--- src/rtl/cpu_types_pkg.sv ---
// rtl/cpu_types_pkg.sv - shared CPU/RAM types
// Purpose: word type, RAM handshake state and RAM arbiter FSM states.
// Ports: none (package).
package cpu_types_pkg;

  typedef logic [31:0] word_t;

  typedef enum logic [1:0] {
    FREE,
    BUSY,
    ACCESS,
    ERROR
  } ramstate_t;

  typedef enum logic [1:0] {
    IDLE,
    XFER0,
    XFER1
  } arb_state_t;

endpackage

--- src/rtl/ram_rr_arbiter_rr_pick.sv ---
// rtl/ram_rr_arbiter_rr_pick.sv - round-robin priority encoder
// Purpose: returns the first set bit of req scanning ptr, ptr+1, ... modulo N.
// Ports:
//   req   in  N       request vector
//   ptr   in  log2(N) scan start (must be < N)
//   valid out 1       at least one request set
//   idx   out log2(N) chosen requester (0 when !valid)
module rr_pick #(
  parameter  int N  = 4,
  localparam int IW = $clog2(N)
) (
  input  logic [N-1:0]  req,
  input  logic [IW-1:0] ptr,
  output logic          valid,
  output logic [IW-1:0] idx
);

  int j;

  // Scan from the farthest offset down to ptr so the closest hit is written last.
  always_comb begin
    valid = 1'b0;
    idx   = '0;
    j     = 0;
    for (int i = N - 1; i >= 0; i--) begin
      j = int'(ptr) + i;
      if (j >= N) j = j - N;
      if (req[IW'(j)]) begin
        valid = 1'b1;
        idx   = IW'(j);
      end
    end
  end

endmodule

--- src/rtl/ram_rr_arbiter.sv ---
// rtl/ram_rr_arbiter.sv - round-robin arbiter sharing one RAM port
// Purpose: grants the RAM port to one of NREQ cache ports at a time and
// sequences single-word or two-word transfers, aborting on ERROR or timeout.
// Ports:
//   CLK, RST                      clock, synchronous active-high reset
//   req_ren/req_wen/req_burst     per-requester read/write/two-word request
//   req_addr/req_store            per-requester byte address / write data
//   req_wait                      per-requester, low only on the acked cycle
//   req_load                      ramload forwarded
//   req_err                       per-requester one-cycle abort pulse
//   ramaddr/ramstore/ramREN/ramWEN RAM command side
//   ramstate/ramload              RAM response side
//   grant_id                      current owner
module ram_rr_arbiter
  import cpu_types_pkg::*;
#(
  parameter  int NREQ    = 4,
  parameter  int TIMEOUT = 255,
  parameter  int CW      = 8,
  localparam int IW      = $clog2(NREQ)
) (
  input  logic                  CLK,
  input  logic                  RST,
  input  logic [NREQ-1:0]       req_ren,
  input  logic [NREQ-1:0]       req_wen,
  input  logic [NREQ-1:0]       req_burst,
  input  logic [NREQ-1:0][31:0] req_addr,
  input  logic [NREQ-1:0][31:0] req_store,
  output logic [NREQ-1:0]       req_wait,
  output word_t                 req_load,
  output logic [NREQ-1:0]       req_err,
  output word_t                 ramaddr,
  output word_t                 ramstore,
  output logic                  ramREN,
  output logic                  ramWEN,
  input  ramstate_t             ramstate,
  input  word_t                 ramload,
  output logic [IW-1:0]         grant_id
);

  localparam logic [CW-1:0] TMO = CW'(TIMEOUT);

  arb_state_t      state, state_n;
  logic [IW-1:0]   rr_ptr, rr_ptr_n;
  logic [IW-1:0]   grant, grant_n;
  word_t           base_addr, base_addr_n;
  logic            is_write, is_write_n;
  logic [CW-1:0]   wdog, wdog_n;
  logic [NREQ-1:0] req_any;
  logic            pick_valid;
  logic [IW-1:0]   pick_idx;

  assign req_any  = req_ren | req_wen;
  assign req_load = ramload;
  assign grant_id = grant;

  rr_pick #(.N(NREQ)) u_pick (
    .req   (req_any),
    .ptr   (rr_ptr),
    .valid (pick_valid),
    .idx   (pick_idx)
  );

  function automatic logic [IW-1:0] inc_idx(input logic [IW-1:0] i);
    if (int'(i) == NREQ - 1) return '0;
    return i + 1'b1;
  endfunction

  always_ff @(posedge CLK) begin
    if (RST) begin
      state     <= IDLE;
      rr_ptr    <= '0;
      grant     <= '0;
      base_addr <= '0;
      is_write  <= 1'b0;
      wdog      <= '0;
    end else begin
      state     <= state_n;
      rr_ptr    <= rr_ptr_n;
      grant     <= grant_n;
      base_addr <= base_addr_n;
      is_write  <= is_write_n;
      wdog      <= wdog_n;
    end
  end

  always_comb begin
    state_n     = state;
    rr_ptr_n    = rr_ptr;
    grant_n     = grant;
    base_addr_n = base_addr;
    is_write_n  = is_write;
    wdog_n      = wdog;
    req_wait    = '1;
    req_err     = '0;
    ramREN      = 1'b0;
    ramWEN      = 1'b0;
    ramaddr     = '0;
    ramstore    = '0;
    case (state)
      IDLE: begin
        if (pick_valid) begin
          grant_n     = pick_idx;
          base_addr_n = req_addr[pick_idx];
          is_write_n  = req_wen[pick_idx];  // write wins over a simultaneous read
          wdog_n      = '0;
          state_n     = XFER0;
        end
      end
      XFER0, XFER1: begin
        ramaddr  = (state == XFER1) ? base_addr + 32'd4 : base_addr;
        ramstore = req_store[grant];
        if (!req_any[grant]) begin
          // Requester withdrew: release the port quietly, no ack and no error.
          state_n  = IDLE;
          rr_ptr_n = inc_idx(grant);
        end else begin
          ramWEN = is_write;
          ramREN = !is_write;
          if (ramstate == ACCESS) begin
            req_wait[grant] = 1'b0;
            if (state == XFER0 && req_burst[grant]) begin
              state_n = XFER1;
              wdog_n  = '0;
            end else begin
              state_n  = IDLE;
              rr_ptr_n = inc_idx(grant);
            end
          end else if (ramstate == ERROR || wdog == TMO) begin
            req_err[grant] = 1'b1;
            state_n        = IDLE;
            rr_ptr_n       = inc_idx(grant);
          end else begin
            // wdog < TMO here, so this saturates at TIMEOUT.
            wdog_n = wdog + 1'b1;
          end
        end
      end
      default: state_n = IDLE;
    endcase
  end

endmodule

--- config.mk ---
export PLATFORM = sky130hd
export DESIGN_NAME = ram_rr_arbiter
export DESIGN_NICKNAME = d
export VERILOG_FILES = /design/src/rtl/cpu_types_pkg.sv /design/src/rtl/ram_rr_arbiter_rr_pick.sv /design/src/rtl/ram_rr_arbiter.sv
export SDC_FILE = /design/constraint.sdc
export NUM_CORES = 1
export LEC_CHECK = 0
export CORE_AREA = 5 5 156 158
export DETAILED_ROUTE_END_ITERATION = 7
export DIE_AREA = 0 0 161 163
export HOLD_SLACK_MARGIN = 0.03
export PLACE_DENSITY = 0.66
export SLEW_MARGIN = 30
export SYNTH_ARGS = -nofsm -noshare
export SYNTH_HDL_FRONTEND = slang
export SYNTH_SLANG_ARGS = --single-unit
--- constraint.sdc ---
create_clock -name CLK -period 2.4 [get_ports CLK]
set_clock_uncertainty 0.1 [all_clocks]
set_input_delay 0.36 -clock CLK [delete_from_list [all_inputs] [get_ports CLK]]
set_output_delay 0.36 -clock CLK [all_outputs]
set_load 0.02 [all_outputs]
==> qor.csv <==
metric,value,unit
status,finished with violations,
failing checks,negative setup slack,
Pre-antenna DRT Iters,4,
die width,161,um
Hold Buf Count CTS,0,
class of the worst hold path,reg2reg,
"FFs w/ async S/R, synth",0,%
"FF+latch count, synth",47,
num rows,56,
share of cells above drive strength 1,32.2,%
"most common cell after layout, fill and taps aside",clkdlybuf4s50_1,
"Seq/Total Area, Yosys",19.4,%
RSZ-0062 raised after global routing,yes,
synthesis-to-finish area growth,101,%
Initial Util,21.1,%
HPWL after DPL,18.9,mm
reg-to-reg critical path startpoint,grant_id[0],
global-route wire length before repair,35.0,mm
final setup fails,22,
FF-to-FF path depth,7,
Setup crit start,state[0],
synthesized instance count,546,
root buf cell,clkbuf_16,
WP data arrival,2.21,ns
port bufs,347,
flop2flop setup slack,0.15,ns
CTS Buffer Depth,2,
DR vias,5884,
max-capacitance violation count,0,
Leak,3.74,nW
library cells used by synthesis,58,
"commonest non-fill, non-tap cells in the layout","clkdlybuf4s50_1 (265), buf_4 (117), mux2i_1 (69), nand2_1 (49), dfxtp_1 (41)",
Crit path required time,1.94,ns
area of the mapped netlist,4860,um2
Max Transition Viols Final,0,
crit path capture type,output port,
fin crit share,111,%
Worst Setup EP,ramaddr[16],
TritonCTS Sinks,47,
num ports,412,
worst setup margin,-0.271,ns
met3 WL,1.66,mm
fmax,374,MHz
type of origin of the critical path,flop,
DR vias/cell,4.75,
WL met2,11.4,mm
"antenna viol nets, final",0,
hold_ws,0.359,ns
slew margin rel.,67.5,%
# H-tree levels,2,
GPL Wtd Cong,0.872,
Routed Wire Length,23.3,mm
vias in the first global route,6266,
Synth Net Count,859,
clock latency on the worst-skew pair,0.29,ns
Top Layer Used,met4,
synthesized area per cell,8.90,um2
WS Path Type,reg2out,
Total Power,3.45,mW
min cycle time layout,2.67,ns
clk slew on worst S/H paths,0.07,ns
crit path max fanout,9,
Die Y,163,um
DRC,0,
"Hold Vio Cnt, Final",0,
Total GRT Usage,17.0,%
TritonCTS Buffers,5,
Yosys warnings,0,
Main synth FF type,dfxtp_1,
residual overflow from global routing,0,
Worst Tran Pin Value,0.482,ns
Fin Setup TNS,-3.45,ns
DP Worst Slack,-0.814,ns
Worst IR Drop VDD,0.231,mV
PD cells,354,nW/um2
die area,26200,um2
Iter 0 DRT Violations,286,
Final Net Count,1262,
pin count of the biggest net entering global routing,39,
wire length on met1,9.92,mm
"EDFF count, synth",0,
TritonCTS clock tree,done,
Core Region,23000,um2
routed len/inst,18.8,um
initial antenna violation count,1,
Crit Reg-Reg Endpoint,wdog[1],
[how the worst min path moves through the flow]
stage	startpoint	cells after the start	endpoint	slack (ns)
global route	base_addr[0]	2	base_addr[0]	0.40
floorplan	base_addr[0]	2	base_addr[0]	0.32
finish	base_addr[1]	2	base_addr[1]	0.36
detailed placement	base_addr[1]	2	base_addr[1]	0.35
global placement	base_addr[1]	2	base_addr[1]	0.34
CTS	base_addr[1]	2	base_addr[1]	0.36
[timing repair]
action | 4_1_cts | 5_1_grt
cloned | 3 | 0
setup endpoints to repair | 76 | 72
resized for setup | 339 | 99
setup buffers | 8 | 9
pin swaps | 16 | 23
endpoints found under the hold margin | 0 | 0
[worst max-delay path, stage by stage, from the launching register on]
cell     delay (ns)
dfxtp_2        0.32
inv_2          0.07
ha_4           0.15
and3_4         0.18
or3b_4         0.38
buf_12         0.16
or3_4          0.36
a21oi_2        0.14
buf_6          0.13
[sequential cells by signal (all words and copies together), names as in the netlist]
register	flops
wdog	8
rr_ptr	2
base_addr	32
state	2
grant_id	2
is_write	1
[layer usage]
metal	global-route usage, %	vias up
met5	0	-
met4	3.30	0
met3	4.43	24
met2	29.1	217
met1	21.8	2824
li1	-	2819
[stage by stage]
stage | std cells | instance area [um2] | utilization [%]
global route | 1240 | 9750 | 42.4
floorplan | 546 | 4870 | -
CTS | 1232 | 9510 | 41.4
finish | 1240 | 9750 | 42.4
global placement | 1214 | 9160 | 39.9
detailed placement | 1214 | 9160 | 39.9
[cells by family (layout without fill, tap and decap cells)]
kind of cell | after synthesis | after routing | share of synthesized area (%)
compound gates | 92 | 92 | 14.0
xor+xnor | 21 | 21 | 3.78
fa+ha+maj | 9 | 9 | 2.32
buf+inv | 86 | 489 | 9.94
flops | 47 | 47 | 19.4
mux | 103 | 103 | 30.0
other cells | 0 | 1 | 0
simple gates | 188 | 188 | 20.6
[power breakdown]
part	leakage [nW]	internal (mW)	total [mW]	switching, mW
Clock	0.0727	0.408	0.718	0.311
Sequential	0.389	0.867	0.923	0.0557
Combinational	3.28	1.06	1.81	0.749
Total	3.74	2.33	3.45	1.12
[synth_stat cells (all sizes together) (2+ instances only)]
master / instances / area, um2
a211oi: 2 / 15.0
o211ai: 2 / 15.0
dfxtp: 47 / 941
buf: 59 / 379
xnor2: 17 / 149
nand2: 50 / 188
a21o: 2 / 15.0
and3: 4 / 25.0
nor4: 5 / 50.1
xor2: 4 / 35.0
inv: 15 / 58.8
nand4: 9 / 56.3
or2: 5 / 31.3
o221ai: 34 / 298
clkbuf: 12 / 45.0
o21ai: 11 / 55.1
a311oi: 4 / 41.3
nor2b: 3 / 18.8
and2: 40 / 250
nand3: 6 / 30.0
nor3: 14 / 86.3
mux4: 34 / 769
o21a: 3 / 22.5
nor2: 32 / 120
or3: 9 / 56.3
or4: 3 / 22.5
ha: 9 / 113
mux2i: 69 / 691
a21oi: 20 / 100
a41oi: 2 / 17.5
and4: 3 / 26.3
o21bai: 3 / 22.5
[area by class of cell]
type	count	area, um2
sequential	47	951
clock inverter	1	5.00
fill	2299	13200
antenna	1	2.50
tap	290	363
multi-input combinational	413	3800
clock buffer	6	139
timing repair buffer	467	4430
inverter	15	58.8
No activity file was read; power rests on OpenSTA's default activity.
